## src/rtl/sipo_deserializer.sv

```systemverilog
// Serial-to-parallel deserializer: assembles WIDTH-bit words from a qualified
// bit stream and hands them off through a one-word valid/ready holding register.
module sipo_deserializer #(
    parameter  int WIDTH     = 8,
    parameter  bit MSB_FIRST = 1'b1,
    localparam int CNT_W     = $clog2(WIDTH)
) (
    input  logic             clk,
    input  logic             reset,
    input  logic             clear,
    input  logic             in_valid,
    input  logic             serial_in,
    output logic [WIDTH-1:0] out_data,
    output logic             out_valid,
    input  logic             out_ready,
    output logic [CNT_W-1:0] bit_count,
    output logic             overrun
);

    logic [WIDTH-1:0] sr_q, sr_d, sr_shift;
    logic [CNT_W-1:0] cnt_q, cnt_d;
    logic [WIDTH-1:0] data_q, data_d;
    logic             valid_q, valid_d;
    logic             ovr_q, ovr_d;
    logic             word_done;
    logic             hold_free;

    generate
        if (MSB_FIRST) begin : g_msb
            assign sr_shift = {sr_q[WIDTH-2:0], serial_in};
        end else begin : g_lsb
            assign sr_shift = {serial_in, sr_q[WIDTH-1:1]};
        end
    endgenerate

    assign word_done = in_valid && (cnt_q == CNT_W'(WIDTH - 1));
    // A consumer taking the old word in the same cycle frees the slot for the new one.
    assign hold_free = !valid_q || out_ready;

    always_comb begin
        sr_d    = sr_q;
        cnt_d   = cnt_q;
        data_d  = data_q;
        valid_d = valid_q;
        ovr_d   = ovr_q;
        if (clear) begin
            sr_d    = '0;
            cnt_d   = '0;
            data_d  = '0;
            valid_d = 1'b0;
            ovr_d   = 1'b0;
        end else begin
            if (in_valid) begin
                sr_d  = sr_shift;
                cnt_d = word_done ? '0 : cnt_q + CNT_W'(1);
            end
            if (word_done) begin
                if (hold_free) begin
                    data_d  = sr_shift;
                    valid_d = 1'b1;
                end else begin
                    ovr_d = 1'b1;
                end
            end else if (valid_q && out_ready) begin
                valid_d = 1'b0;
            end
        end
    end

    always_ff @(posedge clk or posedge reset) begin
        if (reset) begin
            sr_q    <= '0;
            cnt_q   <= '0;
            data_q  <= '0;
            valid_q <= 1'b0;
            ovr_q   <= 1'b0;
        end else begin
            sr_q    <= sr_d;
            cnt_q   <= cnt_d;
            data_q  <= data_d;
            valid_q <= valid_d;
            ovr_q   <= ovr_d;
        end
    end

    assign out_data  = data_q;
    assign out_valid = valid_q;
    assign bit_count = cnt_q;
    assign overrun   = ovr_q;

endmodule

```

## config.mk

```make
export PLATFORM = sky130hd
export DESIGN_NAME = sipo_deserializer
export DESIGN_NICKNAME = d
export VERILOG_FILES = /design/src/rtl/sipo_deserializer.sv
export SDC_FILE = /design/constraint.sdc
export NUM_CORES = 1
export LEC_CHECK = 0
export ABC_AREA = 1
export BUFFER_PORTS_ARGS = -buffer_cell sky130_fd_sc_hd__buf_2
export CAP_MARGIN = 20
export CORE_MARGIN = 8
export CORE_UTILIZATION = 54
export DETAILED_ROUTE_END_ITERATION = 12
export HOLD_SLACK_MARGIN = 0.03
export PLACE_DENSITY = 0.8
export SLEW_MARGIN = 20
export SYNTH_ARGS = -nofsm -noshare
export SYNTH_HDL_FRONTEND = slang
export SYNTH_SLANG_ARGS = --single-unit
```

## constraint.sdc

```tcl
create_clock -name clk -period 4.04 [get_ports clk]
set_clock_uncertainty 0.05 [all_clocks]
set_input_delay 0.808 -clock clk [delete_from_list [all_inputs] [get_ports clk]]
set_output_delay 0.808 -clock clk [all_outputs]
set_load 0.005 [all_outputs]
```

==> flow_metrics.py, run 1 <==
metrics = {
    "pwr": {
        "power_switching_mw": 0.0769,
        "clkPwrFrac_pct": 27.6,
        "peakVddDrop_v": 0.000232,
        "switching_share_pct": 23.5,
        "pwr-share-seq_pct": 63.6,
        "intPower_mw": 0.250,
        "p_comb_share_pct": 8.7,
        "power_leakage_nw": 0.554,
        "power_density_nw_per_um2": 337,
    },
    "sta": {
        "max_freq_mhz": 591,
        "worst_slew_pin_slew_ps": 730,
        "min_period_ps": 1690,
        "relSlewSlack_pct": 51.3,
        "setup_tns_ps": 0,
        "finalSetupViolations": 0,
        "finalHoldViolations": 0,
        "rsz0062_at_grt": "false",
        "post-route-period-util_pct": 41.9,
        "slew_violations": 0,
    },
    "synthesis": {
        "synthSimpleGateAreaFrac_pct": 24.6,
        "synth-xor-area-share_pct": 1.03,
        "synth_compound_area_share_pct": 6.19,
        "synth_cell_types": 15,
        "synth_nets": 100,
        "ys_ff_latch": 20,
        "seq_area_frac_synth_pct": 59.0,
        "synth-adder-area-share_pct": 2.95,
        "netlist_instances": 92,
        "synth_top_family_by_area": "simple AND/OR/NAND/NOR gates",
        "yosys_warnings": 0,
        "synth.area.mux_share_pct": 0,
        "syn_area_um2": 848,
        "postSynthAreaPerCell_um2": 9.22,
    },
    "worst_setup_path": {
        "required_ps": 3180,
        "cp_slowest_stage_delay_ps": 410,
        "critPathMaxFanout": 3,
        "cp_data_arrival_time_ps": 830,
        "path_depth": 1,
        "crit_slowest_cell": "dfrtp_1",
        "cp_top_family": "flip-flops",
        "reg2reg_depth": 7,
        "critPathBufInv": 1,
        "critPathLaunchType": "flip-flop",
        "rr_startpoint": "bit_count[0]$_DFFE_PP0P_",
        "end_kind": "output port",
        "startpoint": "bit_count[0]$_DFFE_PP0P_",
        "criticalPathCategory": "flip-flop to output port",
        "cp_cell_sequence": "buf_2",
    },
    "die": {
        "io_pins": 19,
        "fp.dieH_um": 55.6,
        "initial_core_util_pct": 57.0,
        "dieArea_um2": 3100,
        "core_um2": 1490,
        "die_x_um": 55.6,
        "num_rows": 14,
    },
    "layout": {
        "layout_commonest_cell": "nand2_1",
        "fin_cells": 128,
        "drive_gt1_share_pct": 22.3,
        "final_cell_mix": "nand2_1, dfrtp_1, buf_2, inv_1, nand3_1",
        "diodes": 0,
        "fin_util_pct": 65.1,
        "fillers": 122,
        "area_growth_pct": 14.3,
        "nets": 122,
    },
    "placed_design": {
        "placed_cells": 125,
        "dp_hpwl_um": 1160,
        "place_congestion": 0.777,
        "portBuffers": 18,
    },
    "drt": {
        "drtPass1Iterations": 4,
        "viasPerCell": 4.95,
        "drc": 0,
        "vias": 633,
        "final_antenna_net_count": 0,
        "drt-total-wl_um": 1490,
        "wl_per_cell_um": 11.7,
        "drt_iter0_markers": 11,
    },
    "clock_tree": {
        "cts_tree": "yes",
        "insertion_delay_ps": 290,
        "path_clk_slew_ps": 100,
        "cts.sinks": 20,
        "cts_made_buffers": 3,
        "h-tree-depth": 1,
        "post_cts_buffers": 0,
        "cts-resized-gates": 0,
        "postCtsHoldBufs": 0,
        "cts_buffer_depth": 2,
        "cts-root-buf": "clkbuf_4",
    },
    "global_route": {
        "grt-ovfl-total": 0,
        "grt_pass1_wl_um": 2600,
        "grt_use_total_pct": 9.70,
        "antenna_found_initial": 0,
        "grt_max_degree": 21,
        "grt_pass1_vias": 581,
    },
    "hold_path": {
        "hold_depth": 2,
        "min-delay-start": "out_data[7]$_DFFE_PP0P_",
        "hold_class": "flip-flop to flip-flop",
    },
    "flow_run": {
        "drv_cap": 0,
    },
    "status": {
        "outcome": "complete, no violations",
    },
}
## sequential cells by signal, indices dropped and copies added, names as in the netlist
signal,flops
out_valid,1
overrun,1
out_data,8
bit_count,3
sr_q,7
## through the flow
stage          hold slack [ps]  worst slack (ps)  instance area, µm²  power (mW)
2_1_floorplan              400              2550                 848       0.231
3_3_place_gp               399              2380                 947       0.240
3_5_place_dp               403              2380                 947       0.241
4_1_cts                    429              2340                 970       0.330
5_1_grt                    443              2300                 970       0.342
6_report                   423              2350                 970       0.327
## worst register-to-register path, cell delays in order (launching register included)
cell	delay [ps]
dfrtp_1	410
ha_1	210
ha_1	180
nand2_1	130
nand2_2	150
nand2_4	140
nand2_1	60
nand2_1	50
## cells by family (layout without fill, tap and decap cells)
family,Yosys count,in the layout
AO/OA/AOI/OAI,9,9
AND/OR/NAND/NOR,48,48
adder cells (fa/ha/maj),2,2
buffers and inverters,12,32
flip-flops,20,20
XOR/XNOR,1,1
## synthesized netlist by cell type
cell type / number / area share, %
nand3_2: 1 / 1.2
o22ai_1: 6 / 4.4
nand3_1: 10 / 5.9
inv_1: 10 / 4.4
dfrtp_1: 20 / 59
inv_2: 1 / 0.44
buf_6: 1 / 1.3
nand2_2: 1 / 0.74
o21ai_0: 2 / 1.2
a21oi_1: 1 / 0.59
nand2_4: 1 / 1.3
xnor2_1: 1 / 1.0
nand2_1: 26 / 12
ha_1: 2 / 2.9
nor2_1: 9 / 4.0
## power by group through the flow
stage	clock (mW)	sequential, mW	combinational [mW]
2_1_floorplan	0	0.212	0.0187
3_3_place_gp	0	0.212	0.0288
3_5_place_dp	0	0.212	0.0291
4_1_cts	0.0930	0.208	0.0292
5_1_grt	0.100	0.208	0.0332
6_report	0.0903	0.208	0.0286
## area by class of cell
| cell class | instances | area, µm² | share of cell area (%) |
|---|---|---|---|
| Multi-Input combinational cell | 60 | 295 | 30.5 |
| Tap cell | 16 | 20.0 | 2.06 |
| Clock buffer | 3 | 22.5 | 2.32 |
| Sequential cell | 20 | 500 | 51.6 |
| Timing Repair Buffer | 18 | 90.1 | 9.29 |
| Inverter | 11 | 41.3 | 4.26 |
## metal layers
| metal | track usage (%) | share of wire [%] | wire length, µm |
|---|---|---|---|
| met5 | 0 | 0 | 0 |
| met4 | 1.06 | 0.40 | 6 |
| met3 | 3.65 | 5.6 | 83 |
| met2 | 16.0 | 47 | 703 |
| met1 | 12.0 | 47 | 700 |
## path summary, 6_finish.rpt
check / end / slack, ps
max reg2reg: out_data[2]$_DFFE_PP0P_ / 2600
min: out_data[7]$_DFFE_PP0P_ / 420
min in group asynchronous: out_data[7]$_DFFE_PP0P_ / 570
min reg2reg: out_data[7]$_DFFE_PP0P_ / 420
max: bit_count[0] / 2350
max in group asynchronous: sr_q[2]$_DFFE_PP0P_ / 2910
(Power assumes the default switching activity.)
==> run 2: changes to the inputs <==
Settings changed: CORE_UTILIZATION 54 to 51, PLACE_DENSITY 0.8 to 0.76.
Clock period 4.04 ns to 1.6 ns, I/O delays scaled along.
==> flow_metrics.py, run 2 (synthesis results as in run 1) <==
metrics = {
    "status": {
        "outcome": "complete, no violations",
    },
    "worst_setup_path": {
        "critPathMaxFanout": 8,
        "rr_startpoint": "bit_count[0]$_DFFE_PP0P_",
        "cp_data_arrival_time_ps": 1660,
        "reg2reg_depth": 7,
        "r2r_setup_slack_ps": 130,
        "required_ps": 1790,
        "critPathBufInv": 0,
        "crit_slowest_cell": "dfrtp_1",
        "startpoint": "bit_count[0]$_DFFE_PP0P_",
        "cp_cell_sequence": "ha_1 > ha_1 > nand2_1 > nand2_2 > nand2_4 > nand2_1 > nand2_1",
        "cp_common_cell": "nand2_1",
        "criticalPathCategory": "flip-flop to flip-flop",
        "cp_top_family": "simple AND/OR/NAND/NOR gates",
        "cp_slowest_stage_delay_ps": 420,
        "r2r-end": "out_data[2]$_DFFE_PP0P_",
        "critPathLaunchType": "flip-flop",
        "end_kind": "flip-flop",
    },
    "pwr": {
        "switching_share_pct": 23.1,
        "power_density_nw_per_um2": 890,
        "peakVddDrop_v": 0.000598,
        "p_comb_share_pct": 8.7,
        "power.total_mw": 0.891,
        "clkPwrFrac_pct": 32.4,
        "intPower_mw": 0.686,
        "power_switching_mw": 0.206,
        "power_leakage_nw": 0.570,
        "pwr-share-seq_pct": 58.9,
    },
    "layout": {
        "layout_commonest_cell": "nand2_1",
        "largest_reg_flops": 8,
        "area_growth_pct": 18.0,
        "nets": 124,
        "diodes": 0,
        "final_cell_mix": "nand2_1, dfrtp_1, buf_2, inv_1, nand3_1",
        "seqCellArea_um2": 500,
        "drive_gt1_share_pct": 23.5,
        "fillers": 136,
        "fin_util_pct": 64.9,
        "multi_input_area_um2": 295,
    },
    "placed_design": {
        "place_congestion": 0.834,
        "dp_hpwl_um": 1280,
        "portBuffers": 18,
    },
    "clock_tree": {
        "h-tree-depth": 1,
        "post_cts_buffers": 0,
        "cts-root-buf": "clkbuf_4",
        "cts_made_buffers": 3,
        "path_clk_slew_ps": 110,
        "cts-resized-gates": 0,
        "cts.sinks": 20,
        "cts_buffer_depth": 2,
        "insertion_delay_ps": 300,
        "postCtsHoldBufs": 1,
        "cts_tree": "yes",
    },
    "hold_path": {
        "hold_depth": 3,
        "hold_class": "primary input to flip-flop",
        "min-delay-start": "in_valid",
        "holdPathEnd": "sr_q[6]$_DFFE_PP0P_",
    },
    "sta": {
        "rsz0062_at_grt": "false",
        "finalSetupViolations": 0,
        "min_period_ps": 1470,
        "relSlewSlack_pct": 79.8,
        "post-route-period-util_pct": 91.6,
        "worst_slew_pin_slew_ps": 301,
        "setup_tns_ps": 0,
        "max_freq_mhz": 682,
        "slew_violations": 0,
        "finalHoldViolations": 0,
    },
    "die": {
        "io_pins": 19,
        "initial_core_util_pct": 55.0,
        "core_um2": 1540,
        "die_x_um": 56.8,
        "dieArea_um2": 3220,
        "num_rows": 14,
        "fp.dieH_um": 56.8,
    },
    "drt": {
        "drt-total-wl_um": 1650,
        "drc": 0,
        "viasPerCell": 5.26,
        "drtPass1Iterations": 4,
        "final_antenna_net_count": 0,
        "wl_per_cell_um": 12.6,
        "vias": 689,
        "drt_iter0_markers": 15,
    },
    "global_route": {
        "grt_use_total_pct": 10.9,
        "grt_max_degree": 21,
        "grt_pass1_vias": 673,
        "antenna_found_initial": 0,
        "grt-ovfl-total": 0,
        "grt_pass1_wl_um": 2880,
    },
    "flow_run": {
        "drv_cap": 0,
    },
}
==> run 2: final cells by class <==
| class | count | area share, % |
|---|---|---|
| clock buffer | 4 | 3.62 |
| inverter | 11 | 4.13 |
| tap | 16 | 2.00 |
| multi-input combinational | 60 | 29.5 |
| sequential | 20 | 50.0 |
| timing repair buffer | 20 | 10.7 |
==> run 2: how the worst max path moves through the flow <==
stage / end / slack, ps / cells after the start
CTS: out_data[2]$_DFFE_PP0P_ / 140 / 7
global route: out_data[0]$_DFFE_PP0P_ / 6 / 7
floorplan: out_data[0]$_DFFE_PP0P_ / 270 / 7
detailed placement: out_data[2]$_DFFE_PP0P_ / 170 / 7
global placement: out_data[2]$_DFFE_PP0P_ / 220 / 7
finish: out_data[2]$_DFFE_PP0P_ / 130 / 7
==> run 2: power by group through the flow <==
| stage | Combinational [mW] | Clock (mW) | Sequential (mW) |
|---|---|---|---|
| after floorplan | 0.0473 | 0 | 0.536 |
| after global placement | 0.0753 | 0 | 0.535 |
| after detailed placement | 0.0772 | 0 | 0.535 |
| after CTS | 0.0795 | 0.299 | 0.525 |
| after global routing | 0.0896 | 0.314 | 0.527 |
| final | 0.0776 | 0.289 | 0.525 |
==> run 2: routing by layer <==
layer / wire, µm / share of wire, % / up-vias / GRT usage, %
li1: - / - / 342 / -
met1: 707 / 43 / 327 / 12.5
met2: 799 / 48 / 16 / 17.1
met3: 105 / 6.4 / 4 / 4.04
met4: 36 / 2.2 / 0 / 6.04
met5: 0 / 0 / - / 0
==> run 2: worst reg2reg max path, stage by stage (launching register included) <==
cell and delay (ps):
dfrtp_1 420, ha_1 210, ha_1 170, nand2_1 140
nand2_2 150, nand2_4 140, nand2_1 60, nand2_1 60
==> run 2: through the flow <==
step,setup slack [ps],area (µm²),hold WS [ps],instances
after CTS,141,1000,234,131
after detailed placement,170,955,308,126
after floorplan,267,848,234,92
after global routing,5.54,1000,233,131
final,134,1000,240,131
after global placement,224,955,300,126
